--- src/rtl/period_meter_ctrl_if.sv ---
`default_nettype none
// =============================================================================
// Module   : period_meter_ctrl_if
// Brief    : Control / result bundle between the period meter, its requester,
//            the zero-crossing detector and the frequency-division stage.
// Revision : 1.0 - initial release
// =============================================================================
interface period_meter_ctrl_if #(
    parameter int CNT_W = 24
);
    logic             start;
    logic             abort;
    logic             zc_flag;
    logic             result_ready;
    logic             zc_enable;
    logic             busy;
    logic             result_valid;
    logic [CNT_W-1:0] period_sum;
    logic             ovf;
    logic             timeout;

    // Environment side: requester, detector and result consumer.
    modport master (
        output start,
        output abort,
        output zc_flag,
        output result_ready,
        input  zc_enable,
        input  busy,
        input  result_valid,
        input  period_sum,
        input  ovf,
        input  timeout
    );

    // Meter side.
    modport slave (
        input  start,
        input  abort,
        input  zc_flag,
        input  result_ready,
        output zc_enable,
        output busy,
        output result_valid,
        output period_sum,
        output ovf,
        output timeout
    );
endinterface
`default_nettype wire

--- src/rtl/period_meter_ctrl.sv ---
`default_nettype none
// =============================================================================
// Module   : period_meter_ctrl
// Brief    : Times N_PER zero-crossing periods in clock cycles and hands the
//            accumulated count over a valid/ready handshake. Optional watchdog
//            enabled by defining PERIOD_TIMEOUT_EN.
// Revision : 1.0 - initial release
// =============================================================================
module period_meter_ctrl #(
    parameter int CNT_W       = 24,
    parameter int N_PER       = 8,
    parameter int TIMEOUT_CYC = 1048576
) (
    input wire                 clk,
    input wire                 reset,
    period_meter_ctrl_if.slave bus
);

    typedef enum logic [1:0] {
        S_IDLE    = 2'd0,
        S_ARM     = 2'd1,
        S_MEASURE = 2'd2,
        S_DONE    = 2'd3
    } state_t;

    localparam logic [1:0]       c_ARM_SKIP = 2'd2;
    localparam logic [7:0]       c_LAST_PER = 8'(N_PER - 1);
    localparam logic [CNT_W-1:0] c_CYC_MAX  = '1;

    generate
        if (N_PER < 1 || N_PER > 255) begin : g_bad_n_per
            $error("period_meter_ctrl: N_PER must lie in 1..255");
        end
        if (TIMEOUT_CYC < 1) begin : g_bad_timeout
            $error("period_meter_ctrl: TIMEOUT_CYC must be at least 1");
        end
    endgenerate

    state_t           r_state;
    state_t           w_state_nxt;

    logic [1:0]       r_skip_cnt;
    logic [7:0]       r_per_cnt;
    logic [CNT_W-1:0] r_cyc_cnt;
    logic             r_ovf_acc;

    logic             r_zc_enable;
    logic             r_busy;
    logic             r_result_valid;
    logic [CNT_W-1:0] r_period_sum;
    logic             r_ovf;

    logic [CNT_W-1:0] w_cyc_inc;
    logic             w_cyc_max;
    logic             w_in_window;
    logic             w_skip_done;
    logic             w_flag_acc;
    logic             w_last_flag;
    logic             w_arm_entry;
    logic             w_done_entry;
    logic             w_wd_hit;
    logic             w_wd_done;

    // Saturating cycle increment; the final sum reuses it so the completing
    // flag cycle is counted too.
    always_comb begin
        w_cyc_max = (r_cyc_cnt == c_CYC_MAX);
        w_cyc_inc = w_cyc_max ? r_cyc_cnt : (r_cyc_cnt + CNT_W'(1));
    end

    always_comb begin
        w_in_window = (r_state == S_ARM) || (r_state == S_MEASURE);
        w_skip_done = (r_skip_cnt == c_ARM_SKIP);
        w_flag_acc  = bus.zc_flag &&
                      (((r_state == S_ARM) && w_skip_done) || (r_state == S_MEASURE));
        w_last_flag = bus.zc_flag && (r_state == S_MEASURE) && (r_per_cnt == c_LAST_PER);
    end

    // Priority: abort over watchdog over flag/handshake.
    always_comb begin
        w_state_nxt = r_state;
        case (r_state)
            S_IDLE:    if (bus.start)        w_state_nxt = S_ARM;
            S_ARM:     if (w_flag_acc)       w_state_nxt = S_MEASURE;
            S_MEASURE: if (w_last_flag)      w_state_nxt = S_DONE;
            S_DONE:    if (bus.result_ready) w_state_nxt = S_IDLE;
            default:                         w_state_nxt = S_IDLE;
        endcase
        if (w_in_window && w_wd_hit) begin
            w_state_nxt = S_DONE;
        end
        if (bus.abort) begin
            w_state_nxt = S_IDLE;
        end
    end

    always_comb begin
        w_arm_entry  = (r_state == S_IDLE) && (w_state_nxt == S_ARM);
        w_done_entry = (r_state != S_DONE) && (w_state_nxt == S_DONE);
        w_wd_done    = w_in_window && w_wd_hit && !bus.abort;
    end

    always_ff @(posedge clk or posedge reset) begin
        if (reset) begin
            r_state <= S_IDLE;
        end else begin
            r_state <= w_state_nxt;
        end
    end

    // Status outputs are decoded from the next state so they line up with it.
    always_ff @(posedge clk or posedge reset) begin
        if (reset) begin
            r_zc_enable    <= 1'b0;
            r_busy         <= 1'b0;
            r_result_valid <= 1'b0;
        end else begin
            r_zc_enable    <= (w_state_nxt == S_ARM) || (w_state_nxt == S_MEASURE);
            r_busy         <= (w_state_nxt == S_ARM) || (w_state_nxt == S_MEASURE);
            r_result_valid <= (w_state_nxt == S_DONE);
        end
    end

    always_ff @(posedge clk or posedge reset) begin
        if (reset) begin
            r_skip_cnt <= 2'd0;
            r_per_cnt  <= 8'd0;
            r_cyc_cnt  <= '0;
            r_ovf_acc  <= 1'b0;
        end else if (w_arm_entry) begin
            r_skip_cnt <= 2'd0;
            r_per_cnt  <= 8'd0;
            r_ovf_acc  <= 1'b0;
        end else if (r_state == S_ARM) begin
            // Detector history is stale right after enable; skip its first flags.
            if (!w_skip_done) begin
                r_skip_cnt <= r_skip_cnt + 2'd1;
            end
            r_cyc_cnt <= '0;
        end else if (r_state == S_MEASURE) begin
            r_cyc_cnt <= w_cyc_inc;
            if (w_cyc_max) begin
                r_ovf_acc <= 1'b1;
            end
            if (bus.zc_flag) begin
                r_per_cnt <= r_per_cnt + 8'd1;
            end
        end
    end

    always_ff @(posedge clk or posedge reset) begin
        if (reset) begin
            r_period_sum <= '0;
            r_ovf        <= 1'b0;
        end else if (w_done_entry) begin
            if (w_wd_done) begin
                r_period_sum <= '0;
                r_ovf        <= r_ovf_acc;
            end else begin
                r_period_sum <= w_cyc_inc;
                r_ovf        <= r_ovf_acc | w_cyc_max;
            end
        end
    end

`ifdef PERIOD_TIMEOUT_EN
    localparam int                c_WD_W    = $clog2(TIMEOUT_CYC + 1);
    localparam logic [c_WD_W-1:0] c_WD_LAST = c_WD_W'(TIMEOUT_CYC - 1);

    logic [c_WD_W-1:0] r_wd_cnt;
    logic              r_timeout;

    // Counts every ARM/MEASURE cycle since the last accepted flag.
    always_ff @(posedge clk or posedge reset) begin
        if (reset) begin
            r_wd_cnt <= '0;
        end else if (w_arm_entry || w_flag_acc || !w_in_window) begin
            r_wd_cnt <= '0;
        end else begin
            r_wd_cnt <= r_wd_cnt + c_WD_W'(1);
        end
    end

    assign w_wd_hit = (r_wd_cnt == c_WD_LAST);

    always_ff @(posedge clk or posedge reset) begin
        if (reset) begin
            r_timeout <= 1'b0;
        end else if (w_done_entry) begin
            r_timeout <= w_wd_done;
        end
    end

    assign bus.timeout = r_timeout;
`else
    assign w_wd_hit    = 1'b0;
    assign bus.timeout = 1'b0;
`endif

    assign bus.zc_enable    = r_zc_enable;
    assign bus.busy         = r_busy;
    assign bus.result_valid = r_result_valid;
    assign bus.period_sum   = r_period_sum;
    assign bus.ovf          = r_ovf;

endmodule
`default_nettype wire

--- src/flat_wrapper.sv ---
// flat-port wrapper written by rule: the top's interface ports become plain ports
module period_meter_ctrl_flat 
#(
    parameter int CNT_W       = 24,
    parameter int N_PER       = 8,
    parameter int TIMEOUT_CYC = 1048576
)
  (clk, reset, bus_start, bus_abort, bus_zc_flag, bus_result_ready, bus_zc_enable, bus_busy, bus_result_valid, bus_period_sum, bus_ovf, bus_timeout);
  period_meter_ctrl_if #(.CNT_W(CNT_W)) bus_i ();
  input wire clk;
  input wire reset;
  input wire logic [$bits(bus_i.start)-1:0] bus_start;
  input wire logic [$bits(bus_i.abort)-1:0] bus_abort;
  input wire logic [$bits(bus_i.zc_flag)-1:0] bus_zc_flag;
  input wire logic [$bits(bus_i.result_ready)-1:0] bus_result_ready;
  output wire logic [$bits(bus_i.zc_enable)-1:0] bus_zc_enable;
  output wire logic [$bits(bus_i.busy)-1:0] bus_busy;
  output wire logic [$bits(bus_i.result_valid)-1:0] bus_result_valid;
  output wire logic [$bits(bus_i.period_sum)-1:0] bus_period_sum;
  output wire logic [$bits(bus_i.ovf)-1:0] bus_ovf;
  output wire logic [$bits(bus_i.timeout)-1:0] bus_timeout;
  assign bus_i.start = bus_start;
  assign bus_i.abort = bus_abort;
  assign bus_i.zc_flag = bus_zc_flag;
  assign bus_i.result_ready = bus_result_ready;
  assign bus_zc_enable = bus_i.zc_enable;
  assign bus_busy = bus_i.busy;
  assign bus_result_valid = bus_i.result_valid;
  assign bus_period_sum = bus_i.period_sum;
  assign bus_ovf = bus_i.ovf;
  assign bus_timeout = bus_i.timeout;
  period_meter_ctrl #(.CNT_W(CNT_W), .N_PER(N_PER), .TIMEOUT_CYC(TIMEOUT_CYC)) u_core (.clk(clk), .reset(reset), .bus(bus_i));
endmodule
--- config.mk ---
export PLATFORM = sky130hd
export DESIGN_NAME = period_meter_ctrl_flat
export DESIGN_NICKNAME = d
export VERILOG_FILES = /design/src/rtl/period_meter_ctrl_if.sv /design/src/rtl/period_meter_ctrl.sv /design/src/flat_wrapper.sv
export SDC_FILE = /design/constraint.sdc
export NUM_CORES = 1
export LEC_CHECK = 0
export ABC_AREA = 1
export BUFFER_PORTS_ARGS = -buffer_cell sky130_fd_sc_hd__buf_2
export CORE_MARGIN = 2
export CORE_UTILIZATION = 60
export DETAILED_ROUTE_END_ITERATION = 8
export GPL_TIMING_DRIVEN = 1
export PLACE_DENSITY = 0.79
export SETUP_SLACK_MARGIN = 0.3
export SLEW_MARGIN = 20
export SYNTH_ARGS = -nofsm -noshare
export SYNTH_HDL_FRONTEND = slang
export SYNTH_SLANG_ARGS = --single-unit
--- constraint.sdc ---
create_clock -name clk -period 4.4 [get_ports clk]
set_input_delay 0.88 -clock clk [delete_from_list [all_inputs] [get_ports clk]]
set_output_delay 0.88 -clock clk [all_outputs]
set_load 0.02 [all_outputs]
==> results.txt <==
Counting every net in the synthesized netlist gives 502. The share of cells above drive strength 1 came out at 16.3%. Most frequent cell on the critical path: sky130_fd_sc_hd__inv_1. The most common library cell in the layout ignoring fill and taps is sky130_fd_sc_hd__nand2_1.

The library cells used most frequently in the layout, excluding fill and tap cells, are sky130_fd_sc_hd__nand2_1, sky130_fd_sc_hd__dfrtp_1, sky130_fd_sc_hd__inv_1. The logs give 0.00193 W for the post-layout total power and 3520 µm for the met1 layer wirelength in the final routing. The run finished with clean final reports. The leakage power of the design is 2.19 nW. The tools report the die outline area as 6690 µm². Setup repair after global routing left no endpoint under its margin.

The H-tree depth is 3, and the post-synthesis compound-gate area fraction is 6.65%. TritonCTS built the clock tree. The setup slack of the worst register-to-register path came out at 1.55 ns. The run gives 0 as the number of antenna violations at the first check in global routing. STA classifies the critical path startpoint as a flip-flop. In this run the worst path has a maximum fanout of 27.

Counting I/O delays and the setup requirement, the final critical path takes 2.85 ns. The tools report the number of maximum-capacitance violations as 0. In the final design database the tool counted 537 nets.

For the worst setup path, the data arrival time is 3.05 ns. STA classifies the critical path endpoint as a flip-flop. Based on the critical path, the design can be clocked at up to 351 MHz. Clock tree synthesis inserted a total of 9 buffers. The final setup skew was 0.00367 ns; the routed wire length was 8100 µm. The total routing resource utilization after global routing was 26.9%; the iteration-0 DRC count of the detailed router was 261. Routability-driven placement finished with a final weighted congestion of 0.906. The run gives 0 as the number of routed nets with antenna violations. For the total number of yosys warnings, the log shows 0.

The logs give 0 for the final max-slew violation count and 0 for the quantity of gates resized following cts. Summed over all nets, wire length on met3 after detailed routing comes to 387 µm. The antenna cell count is 0, and the total power per unit cell area is 476 nW/µm².

Dominant combinational cell family by area after synthesis: simple AND/OR/NAND/NOR gates. Initial cell density of the core: 61.7%. The count of buffers inserted at the top-level ports was 33. Synthesis instantiated 31 different standard cells from the library. The floorplan step set the die height to 81.8 µm. Across the VDD grid, the largest voltage drop is 482 µV. In this run the tightest slew margin relative to its limit is 27.0%. The worst setup path is of the reg2reg kind.

The wire length of the first global-routing pass is 13700 µm. During I/O placement, the number of pins put on the boundary was 35. The synthesis-to-finish area growth was 11.9%. The measured slew at the worst slew-check pin was 1.09 ns; the synthesized instance count was 486. The number of design rule violations left after detail routing is 0. A synthesized cell averages 7.47 µm². The run gives 47 as the maximum number of pins on one net before global-route repair.

Slowest cell on the critical path: sky130_fd_sc_hd__dfrtp_1. Summed over all nets, wire length on met2 after detailed routing comes to 3970 µm. The core box area was 5890 µm²; the clock slew seen by the registers of the worst setup and hold paths was 0.07 ns. The clock reaches the later pin of the worst-skew pair after 0.35 ns.

In this design, the stage delay of the slowest critical-path cell is 0.44 ns. The run gives 64 as the number of clock sinks. For the number of core rows, the log shows 28.

The routed length per instance is 13.5 µm, and the endpoint required time on the critical path is 4.60 ns. The detailed router used layers up to and including met4. The synthesized netlist devotes 37.8% of its cell area to simple gates. After Yosys synthesis, full adders, half adders and majority gates account for 3.45% of the synthesized area.

The horizontal die dimension was 81.8 µm. Portion of the post-synthesis area used by sequential elements: 44.1%. The synthesized netlist devotes 0.483% of its cell area to XOR and XNOR gates. The portion of synthesized area spent on multiplexers is 0%. The min-delay analysis places its worst path in the category reg2reg. Summed over all nets, the half-perimeter wirelength after detailed placement is 5730 µm. The average via count per standard cell was 5.43; the number of buffers inserted to repair setup after CTS was 0.

Of the available clock period, the critical path in the final layout requires 64.8%. The first TritonRoute pass finished after 5 iterations. Walking the worst path, the cells encountered are inv_1, ha_1, nand2_1, a21oi_1, o21ai_0, nand2_1, nand3_1, inv_1, ha_1, inv_1, nor2_2, buf_4, inv_1, nand2_1, o21ai_0.

The buffer levels on the longest clock path was 2; the via count was 3265. In the final timing run, aggregate negative setup slack is 0 ns. Hold timing on the final database bottoms out at a slack of 0.474 ns. The total overflow left after global routing is 0.

In this run, synthesis produced a sequential element count of 64. The final-report hold violation count was 0; the final count of negative-setup-slack endpoints was 0. In this run the cell area of the synthesized design comes to 3630 µm². CTS placed an instance of sky130_fd_sc_hd__clkbuf_8 at the clock tree root. The via count of the first global-routing pass is 3166, and the number of hold buffers added after CTS is 0.
[power breakdown]
part           internal [W]  switching (W)  total, W
Clock              0.000323       0.000227  0.000550
Sequential         0.000669      0.0000743  0.000743
Combinational      0.000168       0.000474  0.000641
Total               0.00116       0.000774   0.00193
[worst max-delay path, delay by kind of cell (launching register included)]
| kind | cells | cell delay (ns) |
|---|---|---|
| buffers and inverters | 5 | 0.97 |
| adder cells (fa/ha/maj) | 2 | 0.47 |
| AND/OR/NAND/NOR | 5 | 0.44 |
| flip-flops | 1 | 0.44 |
| AO/OA/AOI/OAI | 3 | 0.36 |
[state kept, by name, summed over array words and instances, names as in the netlist]
| register | flops |
|---|---|
| u_core.r_state | 2 |
| u_core.r_per_cnt | 8 |
| u_core.bus.result_valid | 1 |
| u_core.r_ovf_acc | 1 |
| u_core.r_cyc_cnt | 24 |
| u_core.bus.ovf | 1 |
| u_core.bus.period_sum | 24 |
| u_core.r_skip_cnt | 2 |
| u_core.bus.zc_enable | 1 |
[layer usage]
layer	GRT usage, %	vias to the layer above
li1	-	1605
met1	32.3	1547
met2	45.4	94
met3	5.27	19
met4	14.5	0
met5	0	-
[logic make-up after synthesis]
| kind of cell | after synthesis |
|---|---|
| DFF | 64 |
| buffers and inverters | 64 |
| other | 1 |
| adders and majority gates | 10 |
| and+or+nand+nor | 299 |
| AOI/OAI and AO/OA | 46 |
| xor gates and xnor gates | 2 |
[worst paths after layout]
path / cells after the start / from / end
max in group asynchronous: 3 / reset / u_core.bus.period_sum[16]
worst max-delay path: 15 / u_core.r_state[1] / u_core.bus.ovf
min in group asynchronous: 2 / reset / u_core.bus.period_sum[7]
worst min register to register: 2 / u_core.bus.period_sum[11] / u_core.bus.period_sum[11]
worst min-delay path: 2 / u_core.bus.period_sum[11] / u_core.bus.period_sum[11]
worst max register to register: 15 / u_core.r_state[1] / u_core.bus.ovf
[stage by stage]
step | util [%] | instances | setup slack [ns] | area, µm²
global route | 69.0 | 601 | 1.12 | 4060
floorplan | - | 486 | 1.89 | 3630
finish | 69.0 | 601 | 1.55 | 4060
detailed placement | 65.3 | 585 | 1.39 | 3840
global placement | 65.3 | 585 | 1.49 | 3840
CTS | 69.0 | 601 | 1.54 | 4060
[synthesized netlist by cell type]
cell                       count  share of area, %
sky130_fd_sc_hd__nand3_1      21               2.9
sky130_fd_sc_hd__buf_4         2              0.41
sky130_fd_sc_hd__nand4_1      13               2.2
sky130_fd_sc_hd__a21oi_1       7              0.97
sky130_fd_sc_hd__buf_6         2              0.62
sky130_fd_sc_hd__a31oi_1       2              0.34
sky130_fd_sc_hd__xor2_1        2              0.48
sky130_fd_sc_hd__nor2_1       36               3.7
sky130_fd_sc_hd__o21ai_0      19               2.6
sky130_fd_sc_hd__and3_1        2              0.34
sky130_fd_sc_hd__ha_1         10               3.4
sky130_fd_sc_hd__conb_1        1              0.10
sky130_fd_sc_hd__o31ai_1       1              0.21
sky130_fd_sc_hd__buf_2         2              0.28
sky130_fd_sc_hd__o21ai_1      15               2.1
sky130_fd_sc_hd__nand3b_1      1              0.21
sky130_fd_sc_hd__inv_2         1              0.10
sky130_fd_sc_hd__inv_1        51               5.3
sky130_fd_sc_hd__nor2_2        3              0.52
sky130_fd_sc_hd__nand2_2       3              0.52
sky130_fd_sc_hd__nor2_8        1              0.55
sky130_fd_sc_hd__nand2_1     193                20
sky130_fd_sc_hd__clkinv_2      1              0.14
sky130_fd_sc_hd__nand2_4       2              0.62
sky130_fd_sc_hd__clkbuf_1      5              0.52
sky130_fd_sc_hd__nor2_4        2              0.62
sky130_fd_sc_hd__o21ai_2       1              0.24
sky130_fd_sc_hd__nand3_2      19               5.2
sky130_fd_sc_hd__dfrtp_1      64                44
sky130_fd_sc_hd__o21bai_1      1              0.21
sky130_fd_sc_hd__nor3_1        3              0.41
[cell type report]
| cell class | instances | area [µm²] |
|---|---|---|
| clock buffers | 14 | 183 |
| inverters | 53 | 201 |
| clock inverters | 2 | 35.0 |
| flip-flops and latches | 64 | 1600 |
| well taps | 75 | 93.8 |
| fillers | 498 | 1820 |
| repair buffers | 35 | 180 |
| multi-input cells | 358 | 1770 |
Note: power is estimated with default switching activity, not from simulation.
